--- config.mk ---
export PLATFORM = sky130hd
export DESIGN_NAME = universal_shift_reg_burst_flat
export DESIGN_NICKNAME = d
export VERILOG_FILES = /design/src/rtl/universal_shift_reg_burst_if.sv /design/src/rtl/universal_shift_reg_burst.sv /design/src/flat_wrapper.sv
export SDC_FILE = /design/constraint.sdc
export NUM_CORES = 1
export LEC_CHECK = 0
export ABC_AREA = 1
export CORE_ASPECT_RATIO = 0.6
export CORE_UTILIZATION = 54
export CTS_CLUSTER_SIZE = 28
export DETAILED_ROUTE_END_ITERATION = 10
export PLACE_DENSITY = 0.82
export SETUP_SLACK_MARGIN = 0.2
export SLEW_MARGIN = 20
export SYNTH_ARGS = -nofsm -noshare
export SYNTH_HDL_FRONTEND = slang
export SYNTH_SLANG_ARGS = --single-unit
export TNS_END_PERCENT = 1
--- constraint.sdc ---
create_clock -name clk -period 2.35 [get_ports clk]
set_clock_uncertainty 0.05 [all_clocks]
set_input_delay 0.3525 -clock clk [delete_from_list [all_inputs] [get_ports clk]]
set_output_delay 0.3525 -clock clk [all_outputs]
set_load 0.1 [all_outputs]
--- src/rtl/universal_shift_reg_burst_if.sv ---
// Control/data bundle for the universal shift register with burst engine.
interface universal_shift_reg_burst_if #(
  parameter int unsigned WIDTH = 8,
  parameter int unsigned CNT_W = 4
);
  logic             en;
  logic [2:0]       mode;
  logic             s_left_din;
  logic             s_right_din;
  logic [WIDTH-1:0] parallel_din;
  logic             start;
  logic [CNT_W-1:0] shift_cnt;
  logic [WIDTH-1:0] parallel_dout;
  logic             s_left_dout;
  logic             s_right_dout;
  logic             busy;
  logic             done;

  // Controller side: drives operations, observes register and burst status.
  modport master (
    output en, mode, s_left_din, s_right_din, parallel_din, start, shift_cnt,
    input  parallel_dout, s_left_dout, s_right_dout, busy, done
  );

  // Register side.
  modport slave (
    input  en, mode, s_left_din, s_right_din, parallel_din, start, shift_cnt,
    output parallel_dout, s_left_dout, s_right_dout, busy, done
  );
endinterface

--- src/rtl/universal_shift_reg_burst.sv ---
// WIDTH-bit universal shift register with rotate/arithmetic modes, clock
// enable and a burst engine that repeats a shift mode for a programmed count.
module universal_shift_reg_burst #(
  parameter int unsigned WIDTH = 8,
  parameter int unsigned CNT_W = 4
) (
  input logic                     clk,
  input logic                     rst,
  universal_shift_reg_burst_if.slave bus
);

  typedef enum logic [0:0] {StIdle, StBusy} state_e;

  state_e           state_q, state_d;
  logic [WIDTH-1:0] data_q, data_d;
  logic [CNT_W-1:0] rem_q, rem_d;
  logic [2:0]       mode_q, mode_d;
  logic             done_q, done_d;

  function automatic logic is_shift(input logic [2:0] m);
    return (m == 3'b001) || (m == 3'b010) || (m == 3'b100) ||
           (m == 3'b101) || (m == 3'b110);
  endfunction

  function automatic logic [WIDTH-1:0] step_val(
    input logic [2:0]       m,
    input logic [WIDTH-1:0] q,
    input logic             sl,
    input logic             sr,
    input logic [WIDTH-1:0] pd
  );
    logic [WIDTH-1:0] r;
    r = q;
    case (m)
      3'b001:  r = {sl, q[WIDTH-1:1]};
      3'b010:  r = {q[WIDTH-2:0], sr};
      3'b011:  r = pd;
      3'b100:  r = {q[0], q[WIDTH-1:1]};
      3'b101:  r = {q[WIDTH-2:0], q[WIDTH-1]};
      3'b110:  r = {q[WIDTH-1], q[WIDTH-1:1]};
      default: r = q;  // 000 hold, 111 reserved
    endcase
    return r;
  endfunction

  // State and datapath registers; reset aborts any burst without a done pulse.
  always_ff @(posedge clk or posedge rst) begin
    if (rst) begin
      state_q <= StIdle;
      data_q  <= '0;
      rem_q   <= '0;
      mode_q  <= '0;
      done_q  <= 1'b0;
    end else begin
      state_q <= state_d;
      data_q  <= data_d;
      rem_q   <= rem_d;
      mode_q  <= mode_d;
      done_q  <= done_d;
    end
  end

  // Next-state: enter BUSY only for multi-step bursts, leave on the last step.
  always_comb begin
    state_d = state_q;
    unique case (state_q)
      StIdle: begin
        if (bus.en && bus.start && is_shift(bus.mode) && (bus.shift_cnt > CNT_W'(1))) begin
          state_d = StBusy;
        end
      end
      StBusy: begin
        if (bus.en && (rem_q == CNT_W'(1))) state_d = StIdle;
      end
      default: state_d = StIdle;
    endcase
  end

  // Datapath and burst bookkeeping; done is a one-cycle pulse by default-low.
  always_comb begin
    data_d = data_q;
    rem_d  = rem_q;
    mode_d = mode_q;
    done_d = 1'b0;
    unique case (state_q)
      StIdle: begin
        if (bus.en) begin
          if (bus.start && is_shift(bus.mode)) begin
            // First step of a burst happens on the start edge itself.
            if (bus.shift_cnt != '0) begin
              data_d = step_val(bus.mode, data_q, bus.s_left_din, bus.s_right_din,
                                bus.parallel_din);
            end
            if (bus.shift_cnt <= CNT_W'(1)) begin
              done_d = 1'b1;
            end else begin
              mode_d = bus.mode;
              rem_d  = bus.shift_cnt - CNT_W'(1);
            end
          end else begin
            data_d = step_val(bus.mode, data_q, bus.s_left_din, bus.s_right_din,
                              bus.parallel_din);
          end
        end
      end
      StBusy: begin
        if (bus.en) begin
          data_d = step_val(mode_q, data_q, bus.s_left_din, bus.s_right_din,
                            bus.parallel_din);
          rem_d  = rem_q - CNT_W'(1);
          if (rem_q == CNT_W'(1)) done_d = 1'b1;
        end
      end
      default: ;
    endcase
  end

  assign bus.parallel_dout = data_q;
  assign bus.s_left_dout   = data_q[WIDTH-1];
  assign bus.s_right_dout  = data_q[0];
  assign bus.busy          = (state_q == StBusy);
  assign bus.done          = done_q;

endmodule
--- src/flat_wrapper.sv ---
// flat-port wrapper written by rule: the top's interface ports become plain ports
module universal_shift_reg_burst_flat 
#(
  parameter int unsigned WIDTH = 8,
  parameter int unsigned CNT_W = 4
)
  (clk, rst, bus_en, bus_mode, bus_s_left_din, bus_s_right_din, bus_parallel_din, bus_start, bus_shift_cnt, bus_parallel_dout, bus_s_left_dout, bus_s_right_dout, bus_busy, bus_done);
  universal_shift_reg_burst_if #(.WIDTH(WIDTH), .CNT_W(CNT_W)) bus_i ();
  input logic clk;
  input logic rst;
  input wire logic [$bits(bus_i.en)-1:0] bus_en;
  input wire logic [$bits(bus_i.mode)-1:0] bus_mode;
  input wire logic [$bits(bus_i.s_left_din)-1:0] bus_s_left_din;
  input wire logic [$bits(bus_i.s_right_din)-1:0] bus_s_right_din;
  input wire logic [$bits(bus_i.parallel_din)-1:0] bus_parallel_din;
  input wire logic [$bits(bus_i.start)-1:0] bus_start;
  input wire logic [$bits(bus_i.shift_cnt)-1:0] bus_shift_cnt;
  output wire logic [$bits(bus_i.parallel_dout)-1:0] bus_parallel_dout;
  output wire logic [$bits(bus_i.s_left_dout)-1:0] bus_s_left_dout;
  output wire logic [$bits(bus_i.s_right_dout)-1:0] bus_s_right_dout;
  output wire logic [$bits(bus_i.busy)-1:0] bus_busy;
  output wire logic [$bits(bus_i.done)-1:0] bus_done;
  assign bus_i.en = bus_en;
  assign bus_i.mode = bus_mode;
  assign bus_i.s_left_din = bus_s_left_din;
  assign bus_i.s_right_din = bus_s_right_din;
  assign bus_i.parallel_din = bus_parallel_din;
  assign bus_i.start = bus_start;
  assign bus_i.shift_cnt = bus_shift_cnt;
  assign bus_parallel_dout = bus_i.parallel_dout;
  assign bus_s_left_dout = bus_i.s_left_dout;
  assign bus_s_right_dout = bus_i.s_right_dout;
  assign bus_busy = bus_i.busy;
  assign bus_done = bus_i.done;
  universal_shift_reg_burst #(.WIDTH(WIDTH), .CNT_W(CNT_W)) u_core (.clk(clk), .rst(rst), .bus(bus_i));
endmodule
=== Word-level counts from Yosys, hierarchy flattened ===
Index checks and enable logic that the tools add are counted.

* Output and inout port bits: 12
* Register bits after elaboration: 17
* Word-level logic and storage cells: 68

* Reductions and logical operators: 14
* Equal/unequal tests: 21
* Bitwise logic cells: 2
* Muxes and demuxes: 21
* Magnitude comparators: 2
* Add/subtract/negate cells: 2

{| class="wikitable"
|+ Operators by type and width
! cell !! number
|-
| 8-bit one-hot mux with 6 select lines || 2
|-
| 8-bit 2-to-1 mux || 4
|-
| 3-bit == test, second input constant || 6
|-
| 4-bit 2-to-1 mux || 4
|-
| 8-bit one-hot mux with 2 select lines || 1
|-
| 3-bit by 2-bit == test with 1-bit output, second input constant || 4
|-
| 4-bit AND reduction || 3
|-
| 2-bit inequality test, second input constant || 4
|-
| 4-bit one-hot mux with 2 select lines || 1
|-
| 4-bit by 1-bit subtractor with 4-bit output, second input constant || 2
|-
| 1-bit 2-to-1 mux || 7
|-
| 7-bit inequality test, second input constant || 1
|-
| 3-bit by 1-bit == test with 1-bit output, second input constant || 2
|-
| 6-bit inequality test, second input constant || 1
|-
| 1-bit logical AND || 5
|-
| 5-bit AND reduction || 1
|-
| 4-bit by 1-bit == test with 1-bit output, second input constant || 1
|-
| 4-bit by 1-bit greater-than comparator with 1-bit output, second input constant || 1
|-
| 4-bit by 1-bit <= comparator with 1-bit output, second input constant || 1
|-
| 1-bit logical OR || 4
|-
| 1-bit one-hot mux with 2 select lines || 2
|-
| 4-bit nonzero test || 1
|-
| 3-bit inequality test, second input constant || 1
|-
| 2-bit by 1-bit inequality test with 1-bit output, second input constant || 1
|-
| 1-bit inverter || 2
|}

=== Depth between registers and ports, before layout ===
Gate-level depths: netlist (run 1).

* Depth after elaboration: 9
* Gate-level depth with buffers: 11

=== Worst setup path after synthesis (run 1) ===
No wires, ideal clock.

* Path type: register -> register
* Start point: register u_core.state_q, in the netlist u_core.bus.busy
* End point: register u_core.data_q[0], in the netlist u_core.bus.parallel_dout[0]
* Data required time: 2180 ps
* Path slack: 360 ps
* Clock period less this slack: 1990 ps
* Path buffers: 1
* Arrival time: 1820 ps
* Cell stages (with the launch flop): 7
* Library setup time: 120 ps
* Cell sequence: dfrtp_1 buf_4 clkinv_1 nand4_1 nand4_2 nand2_1 nand2_1

* Cells in the longest elaborated chain, start to end: 3
* Elaborated cells on any way between the ends: 7
* Classes of those cells: eq/ne (4); mux (1); bitwise (1); reduce/logical (1)

{| class="wikitable"
|+ RTL lines
! what !! RTL line !! text
|-
| from (decl) || universal_shift_reg_burst.sv:14 || <nowiki>state_e state_q, state_d;</nowiki>
|-
| from (signal assigned) || universal_shift_reg_burst.sv:49 || <nowiki>state_q <= StIdle;</nowiki>
|-
| from (signal assigned) || universal_shift_reg_burst.sv:55 || <nowiki>state_q <= state_d;</nowiki>
|-
| 1-bit inverter (no source line) || -- ||
|-
| 3-bit inequality test (no source line) / 2-bit inequality test (equally long branches) || -- ||
|-
| 4-bit AND reduction (no source line) || -- ||
|-
| to (signal assigned) || universal_shift_reg_burst.sv:56 || <nowiki>data_q <= data_d;</nowiki>
|-
| to (decl) || universal_shift_reg_burst.sv:15 || <nowiki>logic [WIDTH-1:0] data_q, data_d;</nowiki>
|}

Several ways; a longest one is shown, not always the timed one.
A chain may end at the register's enable or synchronous reset.

=== Worst setup path after layout (run 1) ===
* Start point: input bus_shift_cnt[0]
* End point: register u_core.rem_q[1]

* Cells in the longest elaborated chain, start to end: 5
* Elaborated cells on any way between the ends: 8
* Classes of those cells: add/sub (1); order compare (1); eq/ne (1); mux (4); reduce/logical (1)

{| class="wikitable"
|+ RTL lines
! what !! RTL line !! text
|-
| from (decl) || flat_wrapper.sv:17 || <nowiki>input wire logic [$bits(bus_i.shift_cnt)-1:0] bus_shift_cnt;</nowiki>
|-
| 4-bit by 1-bit subtractor with 4-bit output || universal_shift_reg_burst.sv:98 || <nowiki>rem_d = bus.shift_cnt - CNT_W'(1);</nowiki>
|-
| 4-bit 2-to-1 mux || universal_shift_reg_burst.sv:94 || <nowiki>if (bus.shift_cnt <= CNT_W'(1)) begin</nowiki>
|-
| 4-bit 2-to-1 mux || universal_shift_reg_burst.sv:88 || <nowiki>if (bus.start && is_shift(bus.mode)) begin</nowiki>
|-
| 4-bit 2-to-1 mux || universal_shift_reg_burst.sv:87 || <nowiki>if (bus.en) begin</nowiki>
|-
| 4-bit one-hot mux with 2 select lines || universal_shift_reg_burst.sv:85 || <nowiki>unique case (state_q)</nowiki>
|-
| to (signal assigned) || universal_shift_reg_burst.sv:57 || <nowiki>rem_q <= rem_d;</nowiki>
|-
| to (decl) || universal_shift_reg_burst.sv:16 || <nowiki>logic [CNT_W-1:0] rem_q, rem_d;</nowiki>
|}

Several ways; a longest one is shown, not always the timed one. The select of a mux whose other input is x is not followed.

==> flow_summary.json, run 1 <==
{
  "outcome": "complete, no violations",
  "tns_ns": 0,
  "grt_max_degree": 19,
  "fin_nets": 297,
  "met1_length_mm": 1.92,
  "root_buffer": "clkbuf_8",
  "wl_per_cell_um": 13.3,
  "holdPathEnd": "u_core.rem_q[2]$_DFFE_PP0P_",
  "via_per_inst": 5.50,
  "drc": 0,
  "synthCells": 239,
  "synthArstFlopShare_pct": 100,
  "synth_flop_cell": "dfrtp_1",
  "worstReg2RegStart": "u_core.mode_q[1]$_DFFE_PP0P_",
  "crit_fanout": 7,
  "max_slew_margin_pct": 53.1,
  "min_from": "u_core.rem_q[2]$_DFFE_PP0P_",
  "place_area_um2": 1800,
  "synth_cell_types": 27,
  "rsz0062_at_grt": "false",
  "final_util_pct": 72.2,
  "drtIter0Drc": 155,
  "topRoutingLayerUsed": "met4",
  "insertion_delay_ns": 0.25,
  "synth-edff-count": 0,
  "yosysTopAreaCell": "dfrtp_1",
  "layout-drive-gt1-share_pct": 12.9,
  "syn-num-nets": 264,
  "critPathLaunchType": "input port",
  "ios": 33,
  "fin_crit_ns": 1.84,
  "fmax_mhz": 544,
  "p_total_mw": 2.65,
  "synth_top_area_share_pct": 28.5,
  "finalInstanceArea_um2": 1850,
  "cts_setup_buffers": 0,
  "overflow": 0,
  "cp.required_ns": 2.44,
  "cp.arrival_ns": 1.93,
  "clk_pin_slew_ns": 0.07,
  "reg2reg_depth": 8,
  "detail-route-antenna-nets": 0,
  "coreArea_um2": 2560,
  "dp_hpwl_mm": 3.04,
  "io_buffer_count": 32,
  "routed-wl-met3_um": 403,
  "yosys.cell_count.top_type": "nand2_1",
  "worstHoldPathCells": 2,
  "hold_violations": 0,
  "synthTopCellsByArea": "dfrtp_1, nand2_1, nand3_1, nand4_1, inv_1",
  "num_vias": 1666,
  "syn_area_um2": 1490,
  "die_w_um": 69.9,
  "tightest_slew_ns": 0.703,
  "drt-pass1-iter-count": 5,
  "ys_warn_count": 0,
  "grt_pass1_wl_mm": 6.76,
  "fp-row-count": 14,
  "powerDensity_nw_per_um2": 1430,
  "critical_path_class": "input port to register",
  "drv_cap": 0,
  "cts_tree": "built",
  "ys_ff_latch": 17,
  "crit_path_end_kind": "register",
  "postCtsHoldBufs": 0,
  "num_antenna_cells": 0,
  "gp_congestion": 0.897,
  "hold_path.class": "register to register",
  "start_util_pct": 58.4,
  "die_h_um": 42.7,
  "r2r_end": "u_core.bus.parallel_dout[5]$_DFFE_PP0P_",
  "power_leakage_nw": 0.949,
  "wl_mm": 4.03,
  "h-tree-depth": 1,
  "dp_cells": 299,
  "antenna_found_initial": 0,
  "die_area_um2": 2990,
  "instances_no_fill": 303,
  "cts_inserted_buffers": 3,
  "slew_violations": 0,
  "syn2layout_area_growth_pct": 23.7,
  "cts_buffer_depth": 2,
  "avgSynthCellArea_um2": 6.25,
  "met2RoutedLength_mm": 1.69,
  "r2r_slack_ns": 0.78,
  "setup_violations": 0,
  "yosys-top-cells-count": "nand2_1, nand3_1, dfrtp_1",
  "worst_ir_drop_vdd_uv": 832,
  "grt_pass1_vias": 1424,
  "finalCritPeriodShare_pct": 78.2,
  "ys_seq_area_share_pct": 28.5,
  "cts_resized": 0,
  "cts_sinks": 17,
  "grt_usage_pct": 29.0
}
==> layer usage <==
metal  up-vias  track usage (%)
li1        842                -
met1       737             44.7
met2        85             42.1
met3         2             5.94
met4         0             4.80
met5         -                0
==> cells in the final DEF, fill, tap and decap left out, types with 9 or more instances in the layout <==
cell,count
clkdlybuf4s50_1,20
dfrtp_1,17
nand4_1,12
buf_4,15
o21ai_0,9
nand2_1,101
nor2_1,13
inv_1,15
nand3_1,23
a21oi_1,10
==> worst max-delay path: stages <==
cell             delay [ns]
clkdlybuf4s50_1        0.51
inv_1                  0.07
ha_1                   0.22
o211ai_1               0.28
nand2_1                0.09
nand2_1                0.08
nand2_1                0.16
nand2_1                0.11
o21ai_1                0.06
==> worst max-delay path by stage <==
stage | to | slack [ns] | cells past startpoint | from
6_report | u_core.rem_q[1]$_DFFE_PP0P_ | 0.51 | 9 | bus_shift_cnt[0]
3_5_place_dp | u_core.rem_q[1]$_DFFE_PP0P_ | 0.24 | 9 | bus_shift_cnt[0]
2_1_floorplan | u_core.bus.parallel_dout[0]$_DFFE_PP0P_ | 0.36 | 6 | u_core.bus.busy$_DFF_PP0_
4_1_cts | u_core.rem_q[1]$_DFFE_PP0P_ | 0.52 | 9 | bus_shift_cnt[0]
3_3_place_gp | u_core.mode_q[0]$_DFFE_PP0P_ | 0.31 | 7 | bus_shift_cnt[0]
5_1_grt | u_core.rem_q[1]$_DFFE_PP0P_ | 0.30 | 9 | bus_shift_cnt[0]
==> flip-flops by register name (all words and copies together), names as in the netlist <==
signal / count
u_core.bus.parallel_dout: 8
u_core.rem_q: 4
u_core.bus.busy: 1
u_core.mode_q: 3
u_core.bus.done: 1
==> cells by family (layout without fill, tap and decap cells) <==
kind of cell    count (synthesis)  after routing  synth area share [%]
simple gates                  162            162                  49.0
buf+inv                        28             60                  8.21
compound gates                 26             26                  9.81
flops                          17             17                  28.5
fa+ha+maj                       4              4                  3.35
xor+xnor                        2              2                  1.17
==> where the power goes <==
part | switching (mW) | total, mW | internal, mW
Combinational | 1.32 | 1.83 | 0.510
Sequential | 0.173 | 0.591 | 0.418
Clock | 0.109 | 0.229 | 0.121
Total | 1.60 | 2.65 | 1.05
==> metrics by stage <==
stage                     hold slack (ns)  worst slack, ns
final                               0.448            0.512
after CTS                           0.449            0.518
after global routing                0.501            0.299
after detailed placement            0.424            0.243
after global placement              0.424            0.311
after floorplan                     0.229            0.360
==> final cells by class <==
| cell class | count | area [um2] |
|---|---|---|
| inverters | 21 | 78.8 |
| flip-flops and latches | 17 | 425 |
| multi-input cells | 194 | 945 |
| repair buffers | 35 | 313 |
| clock buffers | 4 | 45.0 |
| fillers | 252 | 711 |
| well taps | 32 | 40.0 |
Note: power is estimated with default switching activity, not from simulation.
==> run 2, diff against run 1 <==
--- a/config.mk
+++ b/config.mk
@@ -7,10 +7,10 @@
 export LEC_CHECK = 0
 export ABC_AREA = 1
 export CORE_ASPECT_RATIO = 0.6
-export CORE_UTILIZATION = 54
+export CORE_UTILIZATION = 46
 export CTS_CLUSTER_SIZE = 28
 export DETAILED_ROUTE_END_ITERATION = 10
-export PLACE_DENSITY = 0.82
+export PLACE_DENSITY = 0.74
 export SETUP_SLACK_MARGIN = 0.2
 export SLEW_MARGIN = 20
 export SYNTH_ARGS = -nofsm -noshare
==> constraint.sdc (replaced) <==
create_clock -name clk -period 1.69 [get_ports clk]
set_clock_uncertainty 0.05 [all_clocks]
set_input_delay 0.2535 -clock clk [delete_from_list [all_inputs] [get_ports clk]]
set_output_delay 0.2535 -clock clk [all_outputs]
set_load 0.1 [all_outputs]
==> run 2 against run 1 <==
- core utilization is 2.2 points higher
- sequential share of layout area is 3.6 points lower
- first-iteration DRC count is 40% higher
- combinational power is 66% higher
- final area is 20% higher
- global-route usage is 1.7 points lower
- power is 61% higher
- largest power group unchanged
- worst hold slack worse by 0.19 ns
- register-to-register slack worse by 0.59 ns
- critical path depth is 1 lower
- sequential power is 55% higher
- via count is 7.5% higher
==> flow_summary.json, run 2 (synthesis results as in run 1) <==
{
  "wl_mm": 4.50,
  "crit_path_end_kind": "register",
  "fin_nets": 315,
  "layout-drive-gt1-share_pct": 24.6,
  "routed-wl-met3_um": 416,
  "start_util_pct": 50.0,
  "critical_path_class": "register to register",
  "coreArea_um2": 2980,
  "io_buffer_count": 32,
  "grt_pass1_vias": 1524,
  "hold_violations": 0,
  "gp_congestion": 0.927,
  "critPathLaunchType": "register",
  "insertion_delay_ns": 0.25,
  "layout_common_cells": "nand2_1, nand3_1, buf_4",
  "crit_fanout": 7,
  "setup_violations": 0,
  "power_leakage_nw": 1.09,
  "fp-row-count": 15,
  "met1_length_mm": 2.07,
  "hold_path.class": "input port to async pin",
  "cts_buffer_depth": 2,
  "post-place-ws_ns": -0.281,
  "fin_crit_ns": 1.50,
  "wl_per_cell_um": 13.6,
  "worst_ir_drop_vdd_uv": 1450,
  "tns_ns": 0,
  "cts_tree": "built",
  "powerDensity_nw_per_um2": 1920,
  "topRoutingLayerUsed": "met4",
  "max_slew_margin_pct": 70.3,
  "antenna_found_initial": 0,
  "fill_cells": 222,
  "grt_max_degree": 18,
  "detail-route-antenna-nets": 0,
  "met2RoutedLength_mm": 1.99,
  "fmax_mhz": 666,
  "clk_pin_slew_ns": 0.07,
  "die_h_um": 46.1,
  "overflow": 0,
  "finalCritPeriodShare_pct": 88.9,
  "largest_register_ffs": 8,
  "drt-pass1-iter-count": 5,
  "num_vias": 1791,
  "die_area_um2": 3480,
  "slew_violations": 0,
  "final_common_cell": "nand2_1",
  "cp.arrival_ns": 1.59,
  "root_buffer": "clkbuf_8",
  "r2r_slack_ns": 0.19,
  "tightest_slew_ns": 0.444,
  "dp_hpwl_mm": 3.20,
  "postCtsHoldBufs": 0,
  "ios": 33,
  "h-tree-depth": 1,
  "drv_cap": 0,
  "layout_setup_ws_ns": 0.188,
  "rsz0062_at_grt": "true",
  "num_antenna_cells": 0,
  "grt_usage_pct": 27.3,
  "outcome": "complete, no violations",
  "syn2layout_area_growth_pct": 48.7,
  "die_w_um": 75.5,
  "cts_sinks": 17,
  "cp.required_ns": 1.78,
  "grt_pass1_wl_mm": 6.97,
  "cts_inserted_buffers": 3,
  "via_per_inst": 5.41,
  "drtIter0Drc": 217,
  "drc": 0
}
[run 2: cell types whose count changed in the layout (fill, tap and decap cells not counted), sizes merged]
cell and delta:
dlygate4sd2 +4, clkdlybuf4s50 -4, buf +18
[run 2: layout make-up]
cell class	count	area (um2)	share of cell area [%]
multi-input combinational	194	1000	45.0
timing repair buffer	53	609	27.5
sequential	17	432	19.4
inverter	21	81.3	3.66
tap	42	52.6	2.37
clock buffer	4	45.0	2.03
[run 2: path summary, 6_finish.rpt]
path | cells past startpoint | to | start
max in group asynchronous | 3 | u_core.bus.parallel_dout[0]$_DFFE_PP0P_ | rst
worst max-delay path | 8 | u_core.bus.parallel_dout[3]$_DFFE_PP0P_ | u_core.mode_q[2]$_DFFE_PP0P_
worst max register to register | 8 | u_core.bus.parallel_dout[3]$_DFFE_PP0P_ | u_core.mode_q[2]$_DFFE_PP0P_
min in group clk | 2 | u_core.rem_q[2]$_DFFE_PP0P_ | u_core.rem_q[2]$_DFFE_PP0P_
worst min register to register | 2 | u_core.rem_q[2]$_DFFE_PP0P_ | u_core.rem_q[2]$_DFFE_PP0P_
worst min-delay path | 3 | u_core.mode_q[0]$_DFFE_PP0P_ | rst
[run 2: per-layer routing]
metal  global-route usage [%]  up-vias
met1                     41.3      804
met5                        0        -
met2                     41.1       97
met3                     5.69        6
met4                     2.96        0
li1                         -      884
[run 2: what timing repair did]
item	4_1_cts	5_1_grt
endpoints found under the setup margin	16	15
pin swaps	6	10
buffers inserted	2	6
resized for setup	13	15
[run 2: report_power, final]
group / total, mW / leakage [nW] / switching, mW / internal [mW]
Combinational: 3.03 / 0.857 / 1.90 / 1.13
Sequential: 0.914 / 0.209 / 0.323 / 0.591
Clock: 0.313 / 0.0228 / 0.145 / 0.168
[run 2: metrics by stage]
| stage | hold WS, ns | instances | util [%] | cell area (um2) | power, mW |
|---|---|---|---|---|---|
| after floorplan | 0.129 | 239 | - | 1500 | 2.82 |
| after global placement | 0.421 | 319 | 68.4 | 2040 | 3.68 |
| after detailed placement | 0.419 | 319 | 68.4 | 2040 | 3.72 |
| after CTS | 0.266 | 325 | 71.1 | 2120 | 4.07 |
| after global routing | 0.338 | 331 | 74.4 | 2220 | 4.54 |
| final | 0.257 | 331 | 74.4 | 2220 | 4.26 |
[run 2: worst max-delay path, stage by stage, from the launching register on]
cell and delay, ns:
dfrtp_2 0.47, inv_4 0.11, nor2_2 0.05, nand2_1 0.08, nand4_1 0.24, nand2_2 0.21, nor2_8 0.06, nand3_1 0.07
nand2_1 0.06
==> run 3, diff against run 2 <==
--- a/config.mk
+++ b/config.mk
@@ -8,6 +8,7 @@
 export ABC_AREA = 1
 export CORE_ASPECT_RATIO = 0.6
 export CORE_UTILIZATION = 46
+export CTS_BUF_LIST = sky130_fd_sc_hd__clkbuf_4 sky130_fd_sc_hd__clkbuf_8 sky130_fd_sc_hd__clkbuf_16
 export CTS_CLUSTER_SIZE = 28
 export DETAILED_ROUTE_END_ITERATION = 10
 export PLACE_DENSITY = 0.74
==> run 3 against run 2 <==
- clock power grew 5%
- critical path type is now input port to register
- fmax shrank 1.0%
- cell count grew 0.60%
- worst setup slack lost 0.015 ns
- critical endpoint is now u_core.mode_q[0]$_DFFE_PP0P_
- non-clock buffer count grew 2
- final area grew 1.7%
- core utilization grew 1.3 points
- routed wire length grew 1.3%
- largest cell class unchanged
- sequential power is essentially flat
- flip-flop and latch count is the same
- worst hold slack gained 0.0018 ns
==> flow_summary.json, run 3 (synthesis results as in run 1) <==
{
  "wl_per_cell_um": 13.7,
  "drtIter0Drc": 207,
  "antenna_found_initial": 0,
  "overflow": 0,
  "fin_crit_ns": 1.52,
  "grt_usage_pct": 27.5,
  "largest_register_ffs": 8,
  "grt_pass1_vias": 1520,
  "clkPwrFrac_pct": 7.6,
  "power.switching_mw": 2.41,
  "startpoint": "bus_shift_cnt[0]",
  "worst_ir_drop_vdd_uv": 1470,
  "p_int_mw": 1.93,
  "slew_violations": 0,
  "wl_mm": 4.56,
  "insertion_delay_ns": 0.25,
  "ios": 33,
  "fin_nets": 317,
  "hold_violations": 0,
  "setup_violations": 0,
  "timing.hold.ws_ns": 0.258,
  "postCtsHoldBufs": 0,
  "cts_inserted_buffers": 3,
  "dp_cells": 319,
  "grt_pass1_wl_mm": 6.99,
  "grt_use_met1_pct": 41.4,
  "power_leakage_nw": 1.11,
  "place_area_um2": 2040,
  "layout-drive-gt1-share_pct": 26.8,
  "swShare_pct": 55.5,
  "critPathLaunchType": "input port",
  "max_slew_margin_pct": 71.0,
  "grtUsageMet3_pct": 5.69,
  "final_util_pct": 75.7,
  "rsz0062_at_grt": "true",
  "root_buffer": "clkbuf_8",
  "start_util_pct": 50.0,
  "drt-pass1-iter-count": 5,
  "grt_max_degree": 18,
  "dp_hpwl_mm": 3.20,
  "p_seq_share_pct": 21.1,
  "detail-route-antenna-nets": 0,
  "die_w_um": 75.5,
  "h-tree-depth": 1,
  "via_per_inst": 5.37,
  "fmax_mhz": 659,
  "tightest_slew_ns": 0.433,
  "cts_tree": "built",
  "syn2layout_area_growth_pct": 51.3,
  "top_usage_layer": "met2",
  "gp_congestion": 0.927,
  "layout_setup_ws_ns": 0.173,
  "crit_fanout": 7,
  "comb_power_share_pct": 71.4,
  "crit_path_end_kind": "register",
  "fp-row-count": 15,
  "num_vias": 1788,
  "die_area_um2": 3480,
  "tns_ns": 0,
  "clk_pin_slew_ns": 0.07,
  "powerDensity_nw_per_um2": 1920,
  "worstReg2RegStart": "u_core.mode_q[2]$_DFFE_PP0P_",
  "critical_path_class": "input port to register",
  "cts_buffer_depth": 2,
  "cp.arrival_ns": 1.63,
  "drv_cap": 0,
  "outcome": "complete, no violations",
  "cts_sinks": 17,
  "cp.required_ns": 1.80,
  "use_met2_pct": 41.8,
  "finalInstanceArea_um2": 2260,
  "die_h_um": 46.1,
  "layout_common_cells": "nand2_1, buf_4, nand3_1",
  "coreArea_um2": 2980,
  "instances_no_fill": 333,
  "drc": 0,
  "finalCritPeriodShare_pct": 89.8,
  "hold_path.class": "input port to async pin",
  "p_total_mw": 4.34,
  "final_common_cell": "nand2_1",
  "io_buffer_count": 32,
  "num_antenna_cells": 0,
  "post-place-ws_ns": -0.281
}
run 3: changes by cell type in the layout (fill, tap and decap cells not counted), sizes merged:
cell and change:
buf +2, clkdlybuf4s50 -1, dlymetal6s2s +1
run 3: layout make-up:
type	instances	area, um2
Multi-Input combinational cell	194	1030
Fill cell	221	726
Timing Repair Buffer	55	614
Sequential cell	17	432
Inverter	21	81.3
Tap cell	42	52.6
Clock buffer	4	48.8
run 3: worst max-delay path, cell delays in order:
cell and delay [ns]:
dlygate4sd2_1 0.24, buf_4 0.14, ha_2 0.17, o211ai_1 0.30
nand4_1 0.19, buf_6 0.17, o21ai_0 0.17
run 3: path summary, 6_finish.rpt:
kind,to,slack [ns],depth (start not counted)
min in group clk,u_core.mode_q[2]$_DFFE_PP0P_,0.39,4
max,u_core.mode_q[0]$_DFFE_PP0P_,0.17,7
min,u_core.mode_q[0]$_DFFE_PP0P_,0.26,3
max in group asynchronous,u_core.bus.parallel_dout[0]$_DFFE_PP0P_,1.12,3
max reg2reg,u_core.bus.parallel_dout[6]$_DFFE_PP0P_,0.19,8
min reg2reg,u_core.rem_q[2]$_DFFE_PP0P_,0.44,2
run 3: metal layers:
layer  share of wire, %  up-vias
met4               0.88        0
met3                8.2        6
met2                 44       89
met1                 47      812
met5                  0        -
li1                   -      881
run 3: power groups by stage:
stage	registers (mW)	clock network (mW)	logic (mW)
after detailed placement	0.905	0	2.81
final	0.913	0.328	3.09
after floorplan	1.41	0	1.40
after global placement	0.908	0	2.77
after CTS	0.903	0.335	2.85
after global routing	0.948	0.358	3.32
run 3: what timing repair did:
| item | in CTS | in global routing |
|---|---|---|
| cloned | 0 | 0 |
| setup buffers | 2 | 8 |
| pin swaps | 6 | 12 |
| gates resized for setup | 13 | 22 |
| setup endpoints to repair | 16 | 15 |
==> RTL change (settings of run 3) <==
Take the reset off `data_q` and load it in a clocked block of its own.
--- a/src/rtl/universal_shift_reg_burst.sv
+++ b/src/rtl/universal_shift_reg_burst.sv
@@ -49,3 +49,2 @@
       state_q <= StIdle;
-      data_q  <= '0;
       rem_q   <= '0;
@@ -55,3 +54,2 @@
       state_q <= state_d;
-      data_q  <= data_d;
       rem_q   <= rem_d;
@@ -60,2 +58,6 @@
     end
+  end
+
+  always_ff @(posedge clk) begin
+    data_q <= data_d;
   end
Check against the original RTL: not equivalent (a bounded check fails within 4 cycles, from zero or initial values and one cycle with rst high).
==> RTL change against run 3 <==
Cell area grew 5.0%; synthesized area grew 6.0%; via count grew 4.7%; critical path type is now reg2reg; worst hold slack lost 54 ps; sequential share of layout area grew 0.77 points; power grew 15%; wire length grew 7.5%; highest routed layer unchanged; synthesized cell count grew 2.9%; count of clock-buffer cells in the layout is the same; sequential cell count is the same; worst setup slack lost 53 ps.
==> RTL change: results (changes against run 3) <==
The final weighted congestion in routability-driven placement is 0.964 (+4.0%). The run gives 3 (unchanged) as the CTS buffer count. The worst vdd rail ir drop is 1.21 mV (-18%). The slowest stage of the critical path is the dfrtp_4 cell.

The number of hold-slack violations in the final timing report is 0 (unchanged), and the routed length per placed instance is 14.0 um (+2.5%). The path class of the tightest hold or removal check is in2async. The tree is rooted in a clkbuf_8.

Number of vias in the routed layout: 1872 (+4.7%). The logs give 27 (unchanged) for the number of library cell types mapped by synthesis and 29.4% (+0.91 points) for the fraction of the yosys area taken by sequential cells. The flop-to-flop setup slack is 120 ps (-70 ps), and the number of global-route vias before repair is 1472 (-3.2%). The capture point of the worst path was u_core.bus.parallel_dout[4]. Flip-flop count of the largest register, all copies and words added: 8 (unchanged). The switching fraction of total power is 55.1% (-0.47 points). The worst max-slew margin expressed relative to the limit came out at 75.0% (+4.0 points).

The run gives 3.70 mm (+16%) as the post-DP HPWL. By area the synthesized netlist is led by nand2_1 (18%), edfxtp_1 (15%), dfrtp_1 (14%). Maximum single-stage delay on the critical path: 540 ps (+240 ps). The worst setup path is launched from a flip-flop. The critical-path maximum fanout was 6 (-1); the total of buffers placed on input and output ports was 32 (unchanged). The run gives 1 (unchanged) as the H-tree depth. The clock-pin slew on the worst setup and hold paths came out at 60 ps.

The number of antenna violations at the first check in global routing is 0 (unchanged), and the number of synthesized flops with an enable pin is 8 (+8). At the later pin of the worst-skew pair, clock insertion delay measures 260 ps. The tools report the global-route wire length before repair as 7.25 mm (+3.7%). The run gives 271 (+2.7%) as the synthesized netlist net count. In the synthesized netlist the dominant register cell turns out to be dfrtp_1. In this run the critical register-to-register path is launched from u_core.bus.busy. The run finished with clean final reports. By count the netlist is led by nand2_1 (76), nor2_1 (36), nand3_1 (26). The tools report the count of yosys warnings during synthesis as 0 (unchanged). For the aggregate global-route resource usage, the log shows 27.3% (-0.19 points).

The length of the first detailed-routing pass in iterations is 5 (unchanged), and the logic depth of the worst register-to-register path is 5 (-3). For the leakage power, the log shows 1.21 nW (+8.4%). The tools report the count of fill cells added during filler insertion as 256 (+16%).

The share of final-layout standard cells stronger than drive strength 1 is 26.3% (-0.49 points), and the pre-CTS setup slack is -343 ps (-61.6 ps). The logs give 2 (unchanged) for the deepest clock path buffer count and 13 (-5) for the maximum number of pins on one net before global-route repair. Number of nets in the final layout: 330 (+4.1%). The async set-reset flop share out of synthesis works out to 52.9% (-47 points). The DRC marker count from the first detailed-route iteration was 223 (+7.7%); the count of antenna diodes in the layout was 0 (unchanged).

For the upper clock frequency limit, the log shows 637 MHz (-3.4%). The arrival time of the worst setup path was 1550 ps (-80 ps).
RTL change: cell count changes after synthesis, moves of 8 or more:
cell      before  now
dfrtp_1       17    9
a21oi_1       10    1
edfxtp_1       0    8
nand2_1      101   76
nor2_1        13   36
inv_1         15   23
RTL change: kinds of logic after synthesis:
group	count (synthesis)	share of synthesized area, %
compound gates	22	7.35
xor+xnor	1	0.553
simple gates	163	48.0
mux	1	0.632
fa+ha+maj	4	3.16
buf+inv	38	10.9
flops	17	29.4
RTL change: timing repair:
| action | in CTS | in global routing |
|---|---|---|
| hold buffers | 0 | 0 |
| resized for setup | 9 | 14 |
| hold endpoints to repair | 0 | 0 |
| setup buffers | 3 | 2 |
| endpoints found under the setup margin | 25 | 25 |
| pin swaps | 1 | 5 |
RTL change: how the worst min path moves through the flow:
stage                          from               to  slack [ps]
finish                          rst  u_core.rem_q[3]         200
global route                    rst  u_core.rem_q[2]         250
CTS                             rst  u_core.rem_q[3]         220
detailed placement  u_core.rem_q[1]  u_core.rem_q[1]         440
global placement    u_core.rem_q[1]  u_core.rem_q[1]         440
floorplan                       rst  u_core.bus.done          30
RTL change: worst max-delay path, delay by kind of cell (launching register included):
family	cells	cell delay, ps
flip-flops	1	540
AO/OA/AOI/OAI	3	540
buffers and inverters	1	130
AND/OR/NAND/NOR	1	80
RTL change: layout make-up:
class	count	area, um2	share of cell area (%)
multi-input combinational	191	993	41.9
sequential	17	472	19.9
inverter	29	116	4.91
tap	45	56.3	2.37
clock buffer	4	48.8	2.06
timing repair buffer	63	686	28.9
RTL change: power by group through the flow:
| stage | Clock [W] | Combinational [W] | Sequential (W) |
|---|---|---|---|
| floorplan | 0 | 0.00161 | 0.00172 |
| global placement | 0 | 0.00332 | 0.00109 |
| finish | 0.000324 | 0.00355 | 0.00110 |
| CTS | 0.000324 | 0.00342 | 0.00109 |
| detailed placement | 0 | 0.00335 | 0.00109 |
| global route | 0.000339 | 0.00379 | 0.00113 |
RTL change: through the flow:
stage          setup TNS, ps  total power, W  cells  area [um2]  utilization (%)
6_report                   0         0.00498    349        2370             72.7
5_1_grt                -77.5         0.00526    349        2370             72.7
3_3_place_gp           -3730         0.00440    340        2230             68.4
3_5_place_dp           -5180         0.00444    340        2230             68.4
2_1_floorplan              0         0.00333    246        1620                -
4_1_cts                    0         0.00483    347        2310             70.8
RTL change: layer usage:
metal	GRT usage [%]	routed length (um)	up-vias
li1	-	-	913
met1	41.5	2270	839
met2	39.1	2040	113
met3	5.90	528	7
met4	7.17	57	0
met5	0	0	-
